==> src/rtl/seven_seg_scan_reader.sv <==
`default_nettype none
// ============================================================================
// Module   : seven_seg_scan_reader
// Brief    : Recovers digit values from a multiplexed active-low 7-seg bus and
//            presents each complete frame on a valid/ready port.
// Revision : 1.0 - initial release
// ============================================================================
module seven_seg_scan_reader #(
    parameter int NUM_DIGITS    = 4,
    parameter int STABLE_CYCLES = 3
) (
    input  logic                    clk,
    input  logic                    rst,
    input  logic [6:0]              seg,
    input  logic [NUM_DIGITS-1:0]   dig_en,
    output logic                    out_val,
    input  logic                    out_rdy,
    output logic [4*NUM_DIGITS-1:0] out_digits,
    output logic                    out_err
);

    localparam int                 c_CNT_W  = $clog2(STABLE_CYCLES + 1);
    localparam logic [c_CNT_W-1:0] c_STABLE = c_CNT_W'(STABLE_CYCLES);
    localparam logic [c_CNT_W-1:0] c_ONE    = c_CNT_W'(1);

    typedef enum logic [0:0] {
        COLLECT = 1'b0,
        HOLD    = 1'b1
    } state_t;

    state_t                    r_state;
    logic [6:0]                r_prev_seg;
    logic [NUM_DIGITS-1:0]     r_prev_en;
    logic [c_CNT_W-1:0]        r_cnt;
    logic [4*NUM_DIGITS-1:0]   r_digits;
    logic [NUM_DIGITS-1:0]     r_errs;
    logic [NUM_DIGITS-1:0]     r_captured;

    logic                      w_onehot;
    logic [c_CNT_W-1:0]        w_cnt_nxt;
    logic                      w_commit;
    logic [4:0]                w_dec;
    logic [4*NUM_DIGITS-1:0]   w_digits_nxt;
    logic [NUM_DIGITS-1:0]     w_errs_nxt;
    logic [NUM_DIGITS-1:0]     w_cap_nxt;
    logic                      w_frame_done;

    // Returns {error, nibble}; unknown patterns map to 4'hF with error set.
    function automatic logic [4:0] f_decode(input logic [6:0] s);
        case (s)
            7'h40:   f_decode = 5'h00;
            7'h79:   f_decode = 5'h01;
            7'h24:   f_decode = 5'h02;
            7'h30:   f_decode = 5'h03;
            7'h19:   f_decode = 5'h04;
            7'h12:   f_decode = 5'h05;
            7'h02:   f_decode = 5'h06;
            7'h78:   f_decode = 5'h07;
            7'h00:   f_decode = 5'h08;
            7'h18:   f_decode = 5'h09;
            default: f_decode = 5'h1F;
        endcase
    endfunction

    assign w_onehot = $onehot(dig_en);
    assign w_dec    = f_decode(seg);

    always_comb begin
        w_cnt_nxt = '0;
        if (w_onehot && (dig_en == r_prev_en) && (seg == r_prev_seg)) begin
            w_cnt_nxt = (r_cnt >= c_STABLE) ? c_STABLE : r_cnt + c_ONE;
        end else if (w_onehot) begin
            w_cnt_nxt = c_ONE;
        end
    end

    assign w_commit = w_onehot && (w_cnt_nxt == c_STABLE);

    // First stable value per digit wins; captured digits are never rewritten.
    always_comb begin
        w_digits_nxt = r_digits;
        w_errs_nxt   = r_errs;
        w_cap_nxt    = r_captured;
        if ((r_state == COLLECT) && w_commit) begin
            for (int i = 0; i < NUM_DIGITS; i++) begin
                if (dig_en[i] && !r_captured[i]) begin
                    w_digits_nxt[4*i +: 4] = w_dec[3:0];
                    w_errs_nxt[i]          = w_dec[4];
                    w_cap_nxt[i]           = 1'b1;
                end
            end
        end
    end

    assign w_frame_done = (r_state == COLLECT) && (&w_cap_nxt);

    always_ff @(posedge clk) begin
        if (rst) begin
            r_state    <= COLLECT;
            r_prev_seg <= 7'h7F;
            r_prev_en  <= '0;
            r_cnt      <= '0;
            r_digits   <= '0;
            r_errs     <= '0;
            r_captured <= '0;
            out_val    <= 1'b0;
            out_digits <= '0;
            out_err    <= 1'b0;
        end else begin
            case (r_state)
                COLLECT: begin
                    r_prev_seg <= seg;
                    r_prev_en  <= dig_en;
                    r_cnt      <= w_cnt_nxt;
                    r_digits   <= w_digits_nxt;
                    r_errs     <= w_errs_nxt;
                    r_captured <= w_cap_nxt;
                    if (w_frame_done) begin
                        r_state    <= HOLD;
                        r_cnt      <= '0;
                        out_val    <= 1'b1;
                        out_digits <= w_digits_nxt;
                        out_err    <= |w_errs_nxt;
                    end
                end
                HOLD: begin
                    r_cnt <= '0;
                    if (out_val && out_rdy) begin
                        r_state    <= COLLECT;
                        r_captured <= '0;
                        out_val    <= 1'b0;
                    end
                end
            endcase
        end
    end

endmodule
`default_nettype wire

==> config.mk <==
export PLATFORM = sky130hd
export DESIGN_NAME = seven_seg_scan_reader
export DESIGN_NICKNAME = d
export VERILOG_FILES = /design/src/rtl/seven_seg_scan_reader.sv
export SDC_FILE = /design/constraint.sdc
export NUM_CORES = 1
export LEC_CHECK = 0
export ABC_AREA = 1
export BUFFER_PORTS_ARGS = -buffer_cell sky130_fd_sc_hd__clkbuf_2
export CELL_PAD_IN_SITES_DETAIL_PLACEMENT = 1
export CELL_PAD_IN_SITES_GLOBAL_PLACEMENT = 2
export CORE_UTILIZATION = 32
export DETAILED_ROUTE_END_ITERATION = 8
export GPL_ROUTABILITY_DRIVEN = 1
export PLACE_DENSITY = 0.81
export SLEW_MARGIN = 0
export SYNTH_ARGS = -nofsm -noshare
export SYNTH_HDL_FRONTEND = slang
export SYNTH_SLANG_ARGS = --single-unit
==> constraint.sdc <==
create_clock -name clk -period 3.2 [get_ports clk]
set_input_delay 0 -clock clk [delete_from_list [all_inputs] [get_ports clk]]
set_output_delay 0 -clock clk [all_outputs]
set_load 0.02 [all_outputs]
==> impl_metrics.ini <==
[critical_path]
cp.arrival_ns = 2.87
crit_slowest_cell = fa_1
path_delay_family = simple AND/OR/NAND/NOR gates
cp.depth = 21
cpPeakStageDelay_ns = 0.52
worst-path-max-fanout = 14
critPathKind = in2reg
cp-end-kind = flip-flop
required_ns = 3.42
cp_num_buf_inv = 6
startpoint_type = input pin
r2r_cells = 13
path_cells = clkbuf_2 -> inv_1 -> fa_1 -> inv_1 -> ha_1 -> ha_1 -> inv_1 -> nand3_2 -> inv_2 -> nand2_1 -> nor2_1 -> nand3_2 -> nor2_4 -> nand4_2 -> nand2_4 -> nand2_4 -> nor2_8 -> buf_12 -> nand2_1 -> nand2_1 -> nor2_1

[floorplanning]
core_region_area_mm2 = 0.00937
row_count = 35
die_h_um = 101
dieArea_mm2 = 0.0102
ioPinCount = 32
start_util_pct = 33.4
die_w_um = 101

[min_path]
holdCritPathClass = in2reg
hold_path_depth = 3

[synth]
syn_avg_cell_area_um2 = 6.45
syn_area_mm2 = 0.00313
synth_area_leaders = dfxtp_1, nand2_1, nor2_1, inv_1, o21ai_0
synth_top_area_share_pct = 35.9
syn_inst = 485
ys_warn_count = 0
synth.ff_latch_count = 56
syn_nets = 502
synth_edf_count = 0
synth_cell_types = 32
synth_top_area_cell = dfxtp_1
async_flop_share_pct = 0
synth_ff_type = dfxtp_1
synth-seq-area-share_pct = 35.9

[clock_network]
clk_path_buf_depth = 2
holdBufCountCts = 0
cts_tree = built
cts_resized = 0
cts-htree-levels = 2
post-cts-setup-buffer-count = 0
cts_root_buf = clkbuf_8
clkTransAtPathRegs_ns = 0.11
cts_buffers = 5
clk_latency_ns = 0.31
cts_num_sinks = 56

[routing]
routed_wl_um = 8330
vias = 2948
drtPass1Iterations = 4
drc = 0
vias_per_cell = 4.58
wl_per_cell_um = 12.9
drt-initial-drc-count = 66
ant_nets = 0

[power]
power.total_mw = 1.35
p_per_area_mw_per_mm2 = 387
p_seq_share_pct = 52.9
combPwrFrac_pct = 11.2
p_int_mw = 0.989
p_switching_mw = 0.359
p_leak_nw = 1.74
swShare_pct = 26.6
irDropWorstVdd_mv = 0.148
p_clk_share_pct = 35.9

[sta]
skew_ns = 0.0121
finalHoldViolCount = 0
tightest_slew_ns = 0.575
fin_crit_ns = 2.64
rsz0062_at_grt = no
slew_viol_final = 0
worst_slack_ns = 0.557
fmax_mhz = 378
setup_tns_ns = 0
slew_headroom_pct = 61.5
setup_viol = 0
post-route-period-util_pct = 82.6

[place]
dpl.cell_count = 636
place_ws_ns = 0.187
place_congestion = 0.788
io_buffers = 31
dp_hpwl_um = 6490

[global_routing]
grtUsageTotal_pct = 17.8
grt-ovfl-total = 0
grt_pass1_wl_um = 14200
grt_max_degree = 37
grt_pass1_vias = 2995
antenna_found_initial = 0

[status]
outcome = completed

[cells_and_area]
area_growth_pct = 11.4
fillers = 1290
drive_gt1_share_pct = 15.0
antennaDiodeCount = 0
nets = 531
fin_util_pct = 37.2
layoutNonFillerInstCount = 644

[run]
max_cap_viol_count = 0
==> Yosys cell counts (3+ instances only) <==
library cell and number:
inv_2 7, a21oi_1 23, nor2_2 10, clkbuf_1 4, mux2i_1 8, buf_6 3
nand3_1 9, nand2_1 141, dfxtp_1 56, o21ai_1 10, nor2_1 91, nor3_1 4
nand2_2 5, nand4_2 3, inv_1 55, nand3_2 3, o21ai_0 30
==> path summary, 6_finish.rpt <==
check	endpoint	slack (ns)	startpoint
worst max-delay path	out_digits[2]	0.56	dig_en[1]
worst min-delay path	r_prev_seg[6]	0.02	seg[6]
worst max register to register	out_digits[10]	1.08	r_prev_en[0]
worst min register to register	out_digits[3]	0.49	out_digits[3]
==> power groups by stage <==
stage,clock (mW),combinational [mW],sequential (mW)
final,0.484,0.152,0.713
after global routing,0.528,0.176,0.715
after CTS,0.504,0.154,0.713
after detailed placement,0,0.153,0.729
after global placement,0,0.149,0.728
after floorplan,0,0.106,0.727
==> cells in the final DEF, fill, tap and decap left out, drive strengths merged <==
| cell | count |
|---|---|
| bufinv | 1 |
| buf | 4 |
| inv | 64 |
| o21ai | 40 |
| a21oi | 25 |
| o21bai | 2 |
| mux2i | 8 |
| fa | 1 |
| clkinv | 2 |
| dfxtp | 56 |
| nor2 | 103 |
| nand3 | 12 |
| clkbuf | 37 |
| ha | 2 |
| nor3 | 4 |
| nand4 | 5 |
| xnor2 | 1 |
| nand2 | 148 |
==> tightest hold or removal path, stage by stage <==
cell	delay [ns]
clkbuf_2	0.13
inv_2	0.09
o21ai_0	0.07
==> per-stage QoR <==
step / hold slack (ns) / cell area (µm²)
4_1_cts: 0.00531 / 3480
5_1_grt: 0.0156 / 3480
2_1_floorplan: 0.154 / 3130
3_5_place_dp: 0.356 / 3370
6_report: 0.0237 / 3480
3_3_place_gp: 0.334 / 3370
==> layout make-up <==
class,instances,area [µm²],share of cell area [%]
sequential,56,1120,32.2
clock buffer,6,72.6,2.08
tap,129,161,4.63
timing repair buffer,35,198,5.68
clock inverter,2,38.8,1.11
inverter,65,246,7.08
multi-input combinational,351,1650,47.2
==> flip-flops by register name, indices dropped and copies added (netlist names) <==
register / cells
out_val: 1
r_digits: 16
r_prev_en: 4
r_errs: 4
r_state: 1
out_digits: 16
out_err: 1
r_prev_seg: 7
r_cnt: 2
r_captured: 4
==> per-layer routing <==
layer | global-route usage (%) | vias to the layer above | wire length (µm)
li1 | - | 1544 | -
met1 | 23.2 | 1380 | 4170
met2 | 31.0 | 17 | 3940
met3 | 2.29 | 7 | 132
met4 | 4.35 | 0 | 79
met5 | 0 | - | 0
==> logic make-up after synthesis <==
family / after synthesis / share of synthesized area (%)
compound gates: 67 / 11.1
buf+inv: 78 / 11.5
fa+ha+maj: 3 / 1.44
xor+xnor: 1 / 0.280
flops: 56 / 35.9
mux: 8 / 2.56
simple gates: 272 / 37.2
No activity file was read; power rests on OpenSTA's default activity.
